<file path="config.mk">
export PLATFORM = sky130hd
export DESIGN_NAME = frame_bram_arbiter_flat
export DESIGN_NICKNAME = d
export VERILOG_FILES = /design/src/rtl/frame_bram_arbiter_if.sv /design/src/rtl/frame_bram_arbiter.sv /design/src/flat_wrapper.sv
export SDC_FILE = /design/constraint.sdc
export NUM_CORES = 1
export LEC_CHECK = 0
export BUFFER_PORTS_ARGS = -buffer_cell sky130_fd_sc_hd__buf_2
export CAP_MARGIN = 20
export CORE_UTILIZATION = 46
export DETAILED_ROUTE_END_ITERATION = 10
export PLACE_DENSITY = 0.92
export SETUP_SLACK_MARGIN = 0.15
export SLEW_MARGIN = 20
export SYNTH_ARGS = -nofsm -noshare
export SYNTH_HDL_FRONTEND = slang
export SYNTH_SLANG_ARGS = --single-unit
</file>
<file path="constraint.sdc">
create_clock -name clk -period 3.4 [get_ports clk]
set_clock_uncertainty 0.15 [all_clocks]
set_input_delay 0.68 -clock clk [delete_from_list [all_inputs] [get_ports clk]]
set_output_delay 0.68 -clock clk [all_outputs]
set_load 0.01 [all_outputs]
</file>
<file path="src/rtl/frame_bram_arbiter_if.sv">
// Client, capture and BRAM-side signals of frame_bram_arbiter, bundled for connection.
interface frame_bram_arbiter_if #(
  parameter int ADDR_W = 18,
  parameter int DATA_W = 8
);
  logic              start_capture;
  logic              frame_start;
  logic              cap_valid;
  logic [DATA_W-1:0] cap_data;
  logic              disp_req;
  logic [ADDR_W-1:0] disp_addr;
  logic              disp_rvalid;
  logic              disp_miss;
  logic              proc_req;
  logic              proc_we;
  logic [ADDR_W-1:0] proc_addr;
  logic [DATA_W-1:0] proc_wdata;
  logic              proc_gnt;
  logic              proc_rvalid;
  logic [DATA_W-1:0] rdata;
  logic [ADDR_W-1:0] bram_addr;
  logic [DATA_W-1:0] bram_din;
  logic              bram_we;
  logic [DATA_W-1:0] bram_dout;
  logic [1:0]        state;
  logic              frame_ready;
  logic              cap_short;

  modport slave (
    input  start_capture, frame_start, cap_valid, cap_data,
    input  disp_req, disp_addr, proc_req, proc_we, proc_addr, proc_wdata, bram_dout,
    output disp_rvalid, disp_miss, proc_gnt, proc_rvalid, rdata,
    output bram_addr, bram_din, bram_we, state, frame_ready, cap_short
  );

  modport master (
    output start_capture, frame_start, cap_valid, cap_data,
    output disp_req, disp_addr, proc_req, proc_we, proc_addr, proc_wdata, bram_dout,
    input  disp_rvalid, disp_miss, proc_gnt, proc_rvalid, rdata,
    input  bram_addr, bram_din, bram_we, state, frame_ready, cap_short
  );
endinterface

</file>
<file path="src/rtl/frame_bram_arbiter.sv">
// Capture FSM plus one-access-per-cycle frame BRAM arbiter; read data returns RD_LAT cycles after grant.
// No backpressure: losers see disp_miss / proc_gnt=0 and retry; `PROC_STARVE_GUARD_EN lets starved processing outrank display.
module frame_bram_arbiter #(
  parameter int ADDR_W       = 18,
  parameter int DATA_W       = 8,
  parameter int FRAME_PIXELS = 256000,
  parameter int RD_LAT       = 1,
  parameter int STARVE_MAX   = 16
) (
  input logic                  clk,
  input logic                  rst_n,
  frame_bram_arbiter_if.slave  bus
);

  typedef enum logic [1:0] {IDLE = 2'd0, ARMED = 2'd1, CAPTURE = 2'd2, READY = 2'd3} state_e;

  localparam logic [ADDR_W-1:0] LAST_ADDR = ADDR_W'(FRAME_PIXELS - 1);

  state_e              state_q, state_d;
  logic [ADDR_W-1:0]   cnt_q, cnt_d;
  logic                ready_q, ready_d;
  logic                short_q, short_d;
  logic [RD_LAT-1:0]   disp_tag_q, proc_tag_q;

  logic                cap_wr, proc_ok, boost, disp_win, proc_win;
  logic [ADDR_W-1:0]   cap_addr;

`ifdef PROC_STARVE_GUARD_EN
  logic [4:0] starve_q, starve_d;
  assign boost = (starve_q >= 5'(STARVE_MAX));

  always_comb begin
    starve_d = '0;
    if (bus.proc_req && !proc_win)
      starve_d = (starve_q >= 5'(STARVE_MAX)) ? starve_q : starve_q + 5'd1;
  end

  always_ff @(posedge clk or negedge rst_n) begin
    if (!rst_n) starve_q <= '0;
    else        starve_q <= starve_d;
  end
`else
  logic [4:0] unused_starve_max;
  assign unused_starve_max = 5'(STARVE_MAX);
  assign boost = 1'b0;
`endif

  // A pixel arriving together with frame_start is pixel 0 of the new frame.
  always_comb begin
    cap_wr   = bus.cap_valid && ((state_q == CAPTURE) || ((state_q == ARMED) && bus.frame_start));
    cap_addr = bus.frame_start ? '0 : cnt_q;
    proc_ok  = bus.proc_req && (!bus.proc_we || (state_q == READY));
    proc_win = !cap_wr && proc_ok && (boost || !bus.disp_req);
    disp_win = !cap_wr && bus.disp_req && !(boost && proc_ok);
  end

  always_comb begin
    bus.bram_we   = 1'b0;
    bus.bram_addr = '0;
    bus.bram_din  = '0;
    if (rst_n) begin
      if (cap_wr) begin
        bus.bram_we   = 1'b1;
        bus.bram_addr = cap_addr;
        bus.bram_din  = bus.cap_data;
      end else if (disp_win) begin
        bus.bram_addr = bus.disp_addr;
      end else if (proc_win) begin
        bus.bram_we   = bus.proc_we;
        bus.bram_addr = bus.proc_addr;
        bus.bram_din  = bus.proc_we ? bus.proc_wdata : '0;
      end
    end
    bus.proc_gnt  = rst_n && proc_win;
    bus.disp_miss = rst_n && bus.disp_req && !disp_win;
    bus.rdata     = rst_n ? bus.bram_dout : '0;
  end

  always_comb begin
    state_d = state_q;
    cnt_d   = cnt_q;
    ready_d = ready_q;
    short_d = short_q;
    unique case (state_q)
      IDLE: if (bus.start_capture) state_d = ARMED;
      ARMED: begin
        if (bus.frame_start) begin
          state_d = CAPTURE;
          cnt_d   = cap_wr ? ADDR_W'(1) : '0;
        end
      end
      CAPTURE: begin
        if (bus.frame_start) begin
          short_d = 1'b1;
          cnt_d   = cap_wr ? ADDR_W'(1) : '0;
        end else if (cap_wr) begin
          if (cnt_q == LAST_ADDR) begin
            state_d = READY;
            ready_d = 1'b1;
            cnt_d   = '0;
          end else begin
            cnt_d = cnt_q + ADDR_W'(1);
          end
        end
      end
      READY: begin
        if (bus.start_capture) begin
          state_d = ARMED;
          ready_d = 1'b0;
          short_d = 1'b0;
        end
      end
      default: state_d = IDLE;
    endcase
  end

  always_ff @(posedge clk or negedge rst_n) begin
    if (!rst_n) begin
      state_q    <= IDLE;
      cnt_q      <= '0;
      ready_q    <= 1'b0;
      short_q    <= 1'b0;
      disp_tag_q <= '0;
      proc_tag_q <= '0;
    end else begin
      state_q       <= state_d;
      cnt_q         <= cnt_d;
      ready_q       <= ready_d;
      short_q       <= short_d;
      disp_tag_q[0] <= disp_win;
      proc_tag_q[0] <= proc_win && !bus.proc_we;
      for (int i = 1; i < RD_LAT; i++) begin
        disp_tag_q[i] <= disp_tag_q[i-1];
        proc_tag_q[i] <= proc_tag_q[i-1];
      end
    end
  end

  assign bus.state       = state_q;
  assign bus.frame_ready = ready_q;
  assign bus.cap_short   = short_q;
  assign bus.disp_rvalid = disp_tag_q[RD_LAT-1];
  assign bus.proc_rvalid = proc_tag_q[RD_LAT-1];

endmodule

</file>
<file path="src/flat_wrapper.sv">
// flat-port wrapper written by rule: the top's interface ports become plain ports
module frame_bram_arbiter_flat 
#(
  parameter int ADDR_W       = 18,
  parameter int DATA_W       = 8,
  parameter int FRAME_PIXELS = 256000,
  parameter int RD_LAT       = 1,
  parameter int STARVE_MAX   = 16
)
  (clk, rst_n, bus_start_capture, bus_frame_start, bus_cap_valid, bus_cap_data, bus_disp_req, bus_disp_addr, bus_proc_req, bus_proc_we, bus_proc_addr, bus_proc_wdata, bus_bram_dout, bus_disp_rvalid, bus_disp_miss, bus_proc_gnt, bus_proc_rvalid, bus_rdata, bus_bram_addr, bus_bram_din, bus_bram_we, bus_state, bus_frame_ready, bus_cap_short);
  frame_bram_arbiter_if #(.ADDR_W(ADDR_W), .DATA_W(DATA_W)) bus_i ();
  input logic clk;
  input logic rst_n;
  input wire logic [$bits(bus_i.start_capture)-1:0] bus_start_capture;
  input wire logic [$bits(bus_i.frame_start)-1:0] bus_frame_start;
  input wire logic [$bits(bus_i.cap_valid)-1:0] bus_cap_valid;
  input wire logic [$bits(bus_i.cap_data)-1:0] bus_cap_data;
  input wire logic [$bits(bus_i.disp_req)-1:0] bus_disp_req;
  input wire logic [$bits(bus_i.disp_addr)-1:0] bus_disp_addr;
  input wire logic [$bits(bus_i.proc_req)-1:0] bus_proc_req;
  input wire logic [$bits(bus_i.proc_we)-1:0] bus_proc_we;
  input wire logic [$bits(bus_i.proc_addr)-1:0] bus_proc_addr;
  input wire logic [$bits(bus_i.proc_wdata)-1:0] bus_proc_wdata;
  input wire logic [$bits(bus_i.bram_dout)-1:0] bus_bram_dout;
  output wire logic [$bits(bus_i.disp_rvalid)-1:0] bus_disp_rvalid;
  output wire logic [$bits(bus_i.disp_miss)-1:0] bus_disp_miss;
  output wire logic [$bits(bus_i.proc_gnt)-1:0] bus_proc_gnt;
  output wire logic [$bits(bus_i.proc_rvalid)-1:0] bus_proc_rvalid;
  output wire logic [$bits(bus_i.rdata)-1:0] bus_rdata;
  output wire logic [$bits(bus_i.bram_addr)-1:0] bus_bram_addr;
  output wire logic [$bits(bus_i.bram_din)-1:0] bus_bram_din;
  output wire logic [$bits(bus_i.bram_we)-1:0] bus_bram_we;
  output wire logic [$bits(bus_i.state)-1:0] bus_state;
  output wire logic [$bits(bus_i.frame_ready)-1:0] bus_frame_ready;
  output wire logic [$bits(bus_i.cap_short)-1:0] bus_cap_short;
  assign bus_i.start_capture = bus_start_capture;
  assign bus_i.frame_start = bus_frame_start;
  assign bus_i.cap_valid = bus_cap_valid;
  assign bus_i.cap_data = bus_cap_data;
  assign bus_i.disp_req = bus_disp_req;
  assign bus_i.disp_addr = bus_disp_addr;
  assign bus_i.proc_req = bus_proc_req;
  assign bus_i.proc_we = bus_proc_we;
  assign bus_i.proc_addr = bus_proc_addr;
  assign bus_i.proc_wdata = bus_proc_wdata;
  assign bus_i.bram_dout = bus_bram_dout;
  assign bus_disp_rvalid = bus_i.disp_rvalid;
  assign bus_disp_miss = bus_i.disp_miss;
  assign bus_proc_gnt = bus_i.proc_gnt;
  assign bus_proc_rvalid = bus_i.proc_rvalid;
  assign bus_rdata = bus_i.rdata;
  assign bus_bram_addr = bus_i.bram_addr;
  assign bus_bram_din = bus_i.bram_din;
  assign bus_bram_we = bus_i.bram_we;
  assign bus_state = bus_i.state;
  assign bus_frame_ready = bus_i.frame_ready;
  assign bus_cap_short = bus_i.cap_short;
  frame_bram_arbiter #(.ADDR_W(ADDR_W), .DATA_W(DATA_W), .FRAME_PIXELS(FRAME_PIXELS), .RD_LAT(RD_LAT), .STARVE_MAX(STARVE_MAX)) u_core (.clk(clk), .rst_n(rst_n), .bus(bus_i));
endmodule
</file>
==> results of run 1 <==
==> final timing paths <==
check / start / to
worst min-delay path: rst_n / u_core.cnt_q[15]
min in group clk: u_core.bus.frame_ready / u_core.bus.frame_ready
max in group asynchronous: rst_n / u_core.cnt_q[1]
worst min register to register: u_core.bus.frame_ready / u_core.bus.frame_ready
worst max-delay path: u_core.bus.state[0] / bus_bram_addr[7]
worst max register to register: u_core.bus.state[0] / u_core.cnt_q[13]
==> placed cells by master (no fill, tap or decap), types with 4 or more instances in the layout <==
| cell | synthesis | final |
|---|---|---|
| a22oi_1 | 8 | 8 |
| nand3_1 | 26 | 26 |
| a31oi_1 | 19 | 19 |
| a22o_1 | 8 | 8 |
| buf_4 | 0 | 8 |
| inv_1 | 10 | 10 |
| nand4_1 | 21 | 21 |
| buf_2 | 10 | 111 |
| dfrtp_1 | 24 | 24 |
| and2_1 | 9 | 9 |
| o21ai_0 | 7 | 7 |
| or4_1 | 10 | 10 |
| nand2_1 | 36 | 36 |
| and3_1 | 4 | 4 |
| o31ai_1 | 10 | 10 |
| nand2b_1 | 4 | 4 |
| ha_1 | 4 | 4 |
==> per-layer routing <==
metal	vias to the layer above	global-route usage	part of all wire
met2	166	0.4957	0.49
li1	1251	-	-
met4	0	0.07556	0.019
met5	-	0	0
met1	1284	0.3731	0.41
met3	17	0.04329	0.083
==> worst max-delay path: stages (launching register included) <==
cell and delay, ns:
dfrtp_1 0.45, ha_1 0.27, a21o_1 0.28, a2111oi_4 0.44, buf_4 0.26, nand2_1 0.07
a31oi_1 0.23, buf_2 0.20
==> power by group <==
part / total, mW / switching [mW] / leakage [nW] / internal, mW
clock network: 0.265 / 0.107 / 0.0357 / 0.158
registers: 0.330 / 0.0222 / 0.325 / 0.308
logic: 0.611 / 0.403 / 0.971 / 0.208
total: 1.21 / 0.532 / 1.33 / 0.674
==> logic make-up (layout without fill, tap and decap cells) <==
group                    after synthesis  in the layout  share of synthesized area
AO/OA/AOI/OAI                         74             74                     0.2694
adder cells (fa/ha/maj)                4              4                    0.02353
buffers and inverters                 36            133                    0.07353
flip-flops                            24             24                     0.2824
AND/OR/NAND/NOR                      134            134                     0.3512
==> cells in the mapped netlist (all sizes together) (3+ instances only) <==
cell	count	share of area
a31oi	19	0.056
or4	12	0.045
and3	5	0.015
inv	10	0.018
o21ai	8	0.021
ha	4	0.024
nand4	21	0.062
buf	12	0.031
o31ai	10	0.035
o41ai	3	0.012
nand3	28	0.071
nor2b	3	0.0088
nand2	37	0.066
a22o	8	0.033
and2	9	0.026
a22oi	9	0.034
o211ai	3	0.013
nand2b	4	0.012
clkbuf	14	0.025
nor3	3	0.0071
dfrtp	24	0.28
nor2	4	0.0071
==> area by class of cell <==
cell class / instances / area share
Sequential cell: 24 / 0.2159
Multi-Input combinational cell: 212 / 0.5002
Tap cell: 52 / 0.02339
Clock buffer: 3 / 0.01484
Timing Repair Buffer: 119 / 0.2213
Inverter: 10 / 0.01350
Clock inverter: 1 / 0.01080
==> flip-flops by register name, summed over array words and instances, names as in the netlist <==
signal                  flops
u_core.bus.frame_ready      1
u_core.bus.cap_short        1
u_core.bus.proc_rvalid      1
u_core.cnt_q               18
u_core.bus.disp_rvalid      1
u_core.bus.state            2
==> results.md, run 1 <==
- Clock-pin slew on the worst setup and hold paths: 0.09 ns
- Run status: finished clean
- Pleak: 1.332 nW
- Post-synth EDFFs: 0
- Post-Route WL: 7461 um
- Largest net degree at the start of global routing: 27
- Post-synthesis sequential area ratio: 0.2824
- Final ANT Viol Nets: 0
- Data required time of the critical path: 2.57 ns
- HP Class: primary input to asynchronous set/reset pin
- Multi-input gate area: 0.001391 sq mm
- Drt via density: 6.456
- Post-cts resize count: 0
- PwrDens: 433.6 mW/mm^2
- Synth unique cells: 52
- Clk_lat worst skew: 0.28 ns
- I/O pin count: 111
- Async SR Flop Fraction: 1.000
- FF/Latch Area: 600.6 sq um
- Crit start category: flop
- Max Buffers Root-to-Sink: 2
- Fillers: 353
- DP HPWL: 5233 um
- DRC Markers: 0
- Final Max Tran Viols: 0
- Max_cap viols: 0
- Core area: 0.004414 sq mm
- Wire length per cell: 17.72 um
- Top FF cell, synth: dfrtp_1
- Gr usage total: 0.2868
- Setup Fix Bufs, Post-CTS: 0
- Area growth syn-to-layout: 30.76%
- Placer Congestion: 0.9001
- Port buffer count: 110
- Cell area after layout: 0.002781 sq mm
- Hold buffer count at cts: 0
- Placed Cells: 415
- Critical path fanouts, max: 10
- Total power: 1.206 mW
- Initial Utilization: 0.4819
- Worst VDD drop: 400.2 uV
- RSZ-0062 raised after global routing: yes
- Mapped Area: 0.002127 sq mm
- R2r setup slk: 0.78 ns
- Total number of yosys warnings: 0
- Setup TNS: 0 ns
- Endpoints failing setup: 0
- First-pass GRT wire length: 11,330 um
- Die Y: 70 um
- Maximum achievable frequency: 301.8 MHz
- Total global routing overflow: 0
- Relative slew margins: 0.4907
- Fin Hold WS: 0.04210 ns
- CTS sink count: 24
- Syn Nets: 344
- Min Clock Period, post-route: 3.314 ns
- Tcrit/Tclk final: 0.9746
- Number of core rows: 24
- FF-to-FF path depth: 8
- # diodes: 0
- Core utilization of the finished layout: 0.6301
- Crit path kind: flop to output pin
- Synthesis-stage register bit count: 24
- Htree depth: 1
- Vias: 2,718
- 1st-pass router iterations: 7
- Worst Path Arrival: 2.48 ns
- CP endpoint kind: output pin
- Iteration-0 DRC Markers: 251
- Slew @ Worst Pin: 0.7638 ns
- Die Wd: 70 um
- Initial antenna violation count: 0
- Final Instance Count excl. Fillers: 421
- Inserted Clock Buffers: 3
- CTS Root Cell: clkbuf_8
- Syn_area_per_cell: 7.820 sq um
- CTS tree: done
- NumNets Final: 442
- Placed inst area: 0.002683 sq mm
- Pre-CTS setup slack: 0.3271 ns
- Post-route worst setup slack: 0.08621 ns
- Die ar.: 0.004900 sq mm
- Mapped Cells: 272
- Vias in the first global route: 2,368
- Fraction of layout cells with a size suffix above 1: 0.3713
- Fin. Hold Viols: 0
Note: power is estimated with default switching activity, not from simulation.
==> inputs of run 2 (changes only) <==
- CELL_PAD_IN_SITES_DETAIL_PLACEMENT: not set -> 1
- CELL_PAD_IN_SITES_GLOBAL_PLACEMENT: not set -> 1
- CORE_ASPECT_RATIO: not set -> 0.5
- CORE_MARGIN: not set -> 4
- CORE_UTILIZATION: 46 -> 32
- PLACE_DENSITY: 0.92 -> 0.93
==> run 2 against run 1 <==
  * Non-clock buffer count increased by 4
  * Power increased by 3.3%
  * Sequential power about the same
  * Routed wire length increased by 24%
  * Critical path type unchanged
  * Largest power group unchanged
==> results.md, run 2 (synthesis gave the netlist of run 1 again) <==
- Die Wd: 123.3 um (+76%)
- DR WL met2: 4804 um (+32%)
- HP Class: primary input to asynchronous set/reset pin
- Crit start category: flop
- Area growth syn-to-layout: 34.82%
- DP HPWL: 6734 um (+29%)
- Inserted Clock Buffers: 3 (unchanged)
- Multi-input gate area: 0.001389 sq mm (-0.18%)
- # diodes: 0 (unchanged)
- Final ANT Viol Nets: 0 (unchanged)
- Initial antenna violation count: 0 (unchanged)
- Drt via density: 5.804 (-10%)
- I/O pin count: 111 (unchanged)
- Slew @ Worst Pin: 0.7798 ns (+0.01598 ns)
- Worst Path Arrival: 2.34 ns (-0.14 ns)
- Setup TNS: 0 ns (unchanged)
- Clk_lat worst skew: 0.26 ns (-0.02 ns)
- Largest net degree at the start of global routing: 27 (unchanged)
- Iteration-0 DRC Markers: 175 (-30%)
- Die ar.: 0.008095 sq mm (+65%)
- CTS tree: done
- 1st-pass router iterations: 4 (-3)
- Pleak: 1.355 nW (+1.7%)
- Min Clock Period, post-route: 3.175 ns (-0.1392 ns)
- Fraction of layout cells with a size suffix above 1: 0.3737 (+0.002382)
- Max incr delay on CP: 0.41 ns (-0.04 ns)
- First-pass GRT wire length: 14,480 um (+28%)
- Maximum achievable frequency: 315.0 MHz (+4.4%)
- Endpoints failing setup: 0 (unchanged)
- RSZ-0062 raised after global routing: no
- Final Max Tran Viols: 0 (unchanged)
- DR WL met3: 333 um (-46%)
- Htree depth: 1 (unchanged)
- Met1 WL: 3900 um (+27%)
- CTS sink count: 24 (unchanged)
- Cell mode on critical path: buf_4
- Data required time of the critical path: 2.57 ns (about the same)
- Reg with most FFs: u_core.cnt_q
- Number of core rows: 20 (-17%)
- Cell Chain, Critical Path: buf_4 > ha_1 > a21o_1 > a2111oi_4 > buf_4 > buf_6 > nand2_1 > a31oi_1 > buf_2
- CTS Root Cell: clkbuf_16
- Max_cap viols: 0 (unchanged)
- DRC Markers: 0 (unchanged)
- Port buffer count: 110 (unchanged)
- Tcrit/Tclk final: 0.9337 (-0.04095)
- Post-Route WL: 9217 um (+24%)
- Critical path fanouts, max: 5 (-5)
- Fillers: 813 (+130%)
- Fin. Hold Viols: 0 (unchanged)
- Wire length per cell: 20.04 um (+13%)
- Total power: 1.245 mW (+3.3%)
- Total global routing overflow: 0 (unchanged)
- Placer Congestion: 0.9103 (+1.1%)
- Slowest CP cell: dfrtp_1
- Hold buffer count at cts: 0 (unchanged)
- Most frequent cells in the layout: 110 x buf_2, 36 x nand2_1, 26 x nand3_1
- Crit path kind: flop to output pin
- CP endpoint kind: output pin
- NumNets Final: 446 (+0.90%)
- Worst VDD drop: 187.8 uV (-53%)
- Die Y: 65.65 um (-6.2%)
- Highest routed metal layer: met4
- PwrDens: 434.3 mW/mm^2 (+0.15%)
- Max Buffers Root-to-Sink: 2 (unchanged)
- Commonest non-fill, non-tap cell in the layout: buf_2
- Run status: finished clean
- Initial Utilization: 0.3400 (-0.1419)
- Max reg flops: 18 (unchanged)
- Core area: 0.006256 sq mm (+42%)
- FF/Latch Area: 600.6 sq um (unchanged)
- Vias: 2,670 (-1.8%)
- Gr usage total: 0.2258 (-0.06098)
- Relative slew margins: 0.4801 (-0.01065)
- Vias in the first global route: 2,763 (+17%)
- Clock-pin slew on the worst setup and hold paths: 0.07 ns (-0.02 ns)
run 2: cell types whose count changed in the layout (fill, tap and decap cells not counted), sizes merged:
cell,before,now
buf,119,123
bufinv,1,0
run 2: report_power, final:
part / switching [mW] / total, mW / leakage [nW] / internal [mW]
logic: 0.415 / 0.644 / 0.992 / 0.229
clock network: 0.112 / 0.268 / 0.0370 / 0.156
registers: 0.0246 / 0.333 / 0.325 / 0.308
run 2: cell type report:
type / count / share of cell area
Clock buffer: 3 / 0.02618
Inverter: 10 / 0.01309
Multi-Input combinational cell: 212 / 0.4843
Sequential cell: 24 / 0.2094
Tap cell: 88 / 0.03839
Timing Repair Buffer: 123 / 0.2286
run 2: per-stage QoR:
step	setup slack [ns]	utilization	hold slack (ns)	std cells	cell area [sq um]
2_1_floorplan	0.5517	-	0.2344	272	2127
3_3_place_gp	0.4358	0.4372	0.3532	452	2735
3_5_place_dp	0.3931	0.4372	0.3722	452	2735
4_1_cts	0.1725	0.4492	0.1363	455	2810
5_1_grt	0.1384	0.4584	0.1388	460	2868
6_report	0.2255	0.4584	0.1303	460	2868
run 2: metal layers:
layer / vias up / track usage
met3: 17 / 0.02666
met2: 67 / 0.4280
li1: 1248 / -
met5: - / 0
met4: 0 / 0.05241
met1: 1338 / 0.2734
run 2: worst paths after layout:
path	start	end	slack [ns]	cells after the start
max in group asynchronous	rst_n	u_core.cnt_q[15]	2.47	2
worst min-delay path	rst_n	u_core.cnt_q[7]	0.13	1
worst max register to register	u_core.bus.state[1]	u_core.cnt_q[9]	0.80	8
min in group clk	u_core.bus.frame_ready	u_core.bus.frame_ready	0.40	2
worst max-delay path	u_core.bus.state[1]	bus_bram_addr[2]	0.23	9
worst min register to register	u_core.bus.frame_ready	u_core.bus.frame_ready	0.40	2
run 2: worst max-delay path: cells and delay by family, from the launching register on:
| kind | cells | cell delay, ns |
|---|---|---|
| compound gates | 3 | 0.78 |
| buf+inv | 4 | 0.64 |
| flops | 1 | 0.41 |
| fa+ha+maj | 1 | 0.18 |
| simple gates | 1 | 0.06 |
run 2: repair_timing:
item / CTS / global route
gates resized for setup: 0 / 8
endpoints found under the setup margin: 0 / 19
buffers inserted: 0 / 3
==> inputs of run 3 (changes only) <==
- ABC_AREA: not set -> 1
- CORE_UTILIZATION: 32 -> 31
- PLACE_DENSITY: 0.93 -> 0.92
- SLEW_MARGIN: 20 -> not set
- TNS_END_PERCENT: not set -> 1
==> run 3 against run 2 <==
  * Sequential power is 12% higher
  * Synthesized cell count is 25% higher
  * Clock-buffer cell count stayed put
  * Highest routed layer unchanged
  * Via count is 7.7% higher
  * Largest cell class unchanged
  * Non-clock buffer count is 4 lower
  * Final cell count is 17% higher
  * Largest power group unchanged
  * Core utilization is 2.2 points lower
==> results.md, run 3 <==
- Relative slew margins: 0.5733 (+0.09324)
- Gr usage total: 0.2177 (-0.008180)
- RSZ-0062 raised after global routing: no
- Mapped Area: 0.002237 sq mm (+5.2%)
- Most frequent cells in the layout: 110 x buf_2, 94 x nand2_1, 33 x inv_1
- PwrDens: 539.8 mW/mm^2 (+24%)
- Fillers: 935 (+15%)
- Core area: 0.006832 sq mm (+9.2%)
- Reg with most FFs: u_core.cnt_q
- Iteration-0 DRC Markers: 259 (+48%)
- Vias in the first global route: 2,947 (+6.7%)
- Placer Congestion: 0.8617 (-5.3%)
- Max Buffers Root-to-Sink: 2 (unchanged)
- Min Clock Period, post-route: 3.045 ns (-0.1296 ns)
- Top cells by area, synth: dfrtp_1 27%, nand2_1 16%, nand4_1 7.3%
- Post-synth top area share: 0.2685 (-0.01390)
- First-pass GRT wire length: 14,970 um (+3.4%)
- Clock power frac: 0.217 (about the same)
- DRC Markers: 0 (unchanged)
- Data required time of the critical path: 2.57 ns (about the same)
- Total number of yosys warnings: 0 (unchanged)
- Maximum achievable frequency: 328.4 MHz (+4.3%)
- Number of core rows: 21 (+5.0%)
- Htree depth: 1 (unchanged)
- Post-Synth Simple-Gate Area: 0.4631 (+0.1119)
- Critical path fanouts, max: 22 (+17)
- Worst setup path startpoint: u_core.bus.state[0]
- CTS Root Cell: clkbuf_16
- NumNets Final: 518 (+16%)
- Total global routing overflow: 0 (unchanged)
- CTS tree: done
- Area leader, netlist: dfrtp_1
- Port buffer count: 110 (unchanged)
- Crit start category: flop
- FF-to-FF End: u_core.cnt_q[16]
- # diodes: 0 (unchanged)
- Combinational Power Share: 0.551 (+0.034)
- Commonest non-fill, non-tap cell in the layout: buf_2
- Vias: 2,876 (+7.7%)
- Mapped Cells: 340 (+25%)
- Async SR Flop Fraction: 1.000 (unchanged)
- Drt via density: 5.356 (-7.7%)
- Top FF cell, synth: dfrtp_1
- Post-synthesis sequential area ratio: 0.2685 (-0.01390)
- Commonest cells post-synth: 95 x nand2_1, 33 x inv_1, 31 x nand3_1, 27 x nor2_1, 26 x nand4_1
- Internal power: 0.8317 mW (+20%)
- Post-Route WL: 9595 um (+4.1%)
- Die Y: 68.07 um (+3.7%)
- Clock-pin slew on the worst setup and hold paths: 0.07 ns (about the same)
- Die Wd: 128.1 um (+3.9%)
- Setup TNS: 0 ns (unchanged)
- Run status: finished clean
- Post-synth EDFFs: 0 (unchanged)
- Reg2reg start: u_core.bus.state[0]
- Pleak: 1.537 nW (+13%)
- Tcrit/Tclk final: 0.8956 (-0.03812)
- Setup crit end: bus_bram_addr[14]
- Synth unique cells: 31 (-40%)
- Most common cell in the synthesized netlist: nand2_1
- Largest family of logic cells by synthesized area: simple AND/OR/NAND/NOR gates
- Endpoints failing setup: 0 (unchanged)
- Fraction of the mapped netlist area in adder cells: 0.02237 (-0.001158)
- Clk_lat worst skew: 0.27 ns (about the same)
- Worst Path Arrival: 2.21 ns (-0.13 ns)
- I/O pin count: 111 (unchanged)
- Register share of total power: 0.232 (-0.035)
- Synth Area in Compound Gates: 0.1046 (-0.1648)
- R2r setup slk: 1.21 ns (+0.41 ns)
- Worst VDD drop: 270.6 uV (+44%)
- CP endpoint kind: output pin
- CTS sink count: 24 (unchanged)
- Largest net degree at the start of global routing: 28 (+3.7%)
- Syn_area_per_cell: 6.580 sq um (-16%)
- Final ANT Viol Nets: 0 (unchanged)
- Inserted Clock Buffers: 3 (unchanged)
- Fin Hold WS: 0.1588 ns (+0.02851 ns)
- Switching pwr: 0.7792 mW (+41%)
- Wire length per cell: 17.87 um (-11%)
- Synth Area in XOR/XNOR: 0.02349 (+0.02349)
- Die ar.: 0.008722 sq mm (+7.8%)
- Slew @ Worst Pin: 0.6385 ns (-0.1413 ns)
- Initial Utilization: 0.3275 (-0.01253)
- FF-to-FF path depth: 9 (+1)
- Max_cap viols: 0 (unchanged)
- Max reg flops: 18 (unchanged)
- Crit path kind: flop to output pin
- 1st-pass router iterations: 5 (+1)
- Initial antenna violation count: 0 (unchanged)
- Mux contribution to synthesized area: 0 (unchanged)
- Final Max Tran Viols: 0 (unchanged)
- DP HPWL: 6767 um (+0.48%)
- Core utilization of the finished layout: 0.4368 (-0.02159)
- Synthesis-stage register bit count: 24 (unchanged)
- Syn Nets: 412 (+20%)
- HP Class: primary input to asynchronous set/reset pin
- Switching Fraction: 0.4837 (+0.04067)
- Fin. Hold Viols: 0 (unchanged)
- Fraction of layout cells with a size suffix above 1: 0.3573 (-0.01635)
- Area growth syn-to-layout: 33.39%
-- run 3: cell type report --
class / instances / area (sq um) / share of cell area
clock buffers: 3 / 75.07 / 0.02516
clock inverters: 1 / 30.03 / 0.01006
inverters: 39 / 153.9 / 0.05157
multi-input cells: 259 / 1375 / 0.4608
flip-flops and latches: 24 / 600.6 / 0.2013
well taps: 92 / 115.1 / 0.03857
repair buffers: 119 / 634.4 / 0.2126
-- run 3: routing by layer --
layer  part of all wire  global-route usage  vias up
li1                   -                   -     1334
met1               0.40              0.2617     1370
met2               0.48              0.4049      144
met3              0.089             0.03819       28
met4              0.022             0.06614        0
met5                  0                   0        -
-- run 3: cell families after synthesis --
group | after synthesis
adder cells (fa/ha/maj) | 4
AND/OR/NAND/NOR | 211
XOR/XNOR | 6
buffers and inverters | 57
flip-flops | 24
AO/OA/AOI/OAI | 38
-- run 3: power by group through the flow --
stage	Sequential, mW	Clock, mW	Combinational, mW
5_1_grt	0.380	0.362	0.982
6_report	0.373	0.350	0.888
2_1_floorplan	0.376	0	0.609
4_1_cts	0.372	0.354	0.878
3_5_place_dp	0.373	0	0.842
3_3_place_gp	0.371	0	0.813
-- run 3: through the flow --
| step | area, sq um | worst slack, ns | power [mW] | cells |
|---|---|---|---|---|
| finish | 2984 | 0.3551 | 1.611 | 537 |
| global placement | 2835 | 0.5251 | 1.185 | 530 |
| detailed placement | 2835 | 0.4424 | 1.215 | 530 |
| floorplan | 2237 | 0.9610 | 0.9857 | 340 |
| global route | 2984 | 0.2064 | 1.724 | 537 |
| CTS | 2975 | 0.1649 | 1.604 | 537 |
-- run 3: worst min-delay path by stage --
| stage | from | to | slack (ns) | cells after the start |
|---|---|---|---|---|
| after floorplan | rst_n | u_core.bus.cap_short | 0.23 | 0 |
| after global placement | u_core.bus.frame_ready | u_core.bus.frame_ready | 0.30 | 2 |
| after detailed placement | u_core.bus.frame_ready | u_core.bus.frame_ready | 0.32 | 2 |
| after CTS | rst_n | u_core.bus.state[0] | 0.17 | 1 |
| after global routing | rst_n | u_core.bus.state[0] | 0.19 | 1 |
| final | rst_n | u_core.cnt_q[10] | 0.16 | 1 |
-- run 3: repair_timing --
action	in CTS	in global routing
gates resized for setup	0	3
pin swaps	1	0
setup endpoints to repair	1	24
setup buffers	3	0
hold buffers	0	0
-- run 3: worst max-delay path, cell delays in order (launching register included) --
cell     delay, ns
dfrtp_1       0.42
inv_1         0.08
ha_1          0.28
inv_2         0.07
nand2_1       0.09
nand2_2       0.14
inv_4         0.15
buf_6         0.22
nand3_1       0.12
a31oi_1       0.21
buf_2         0.16
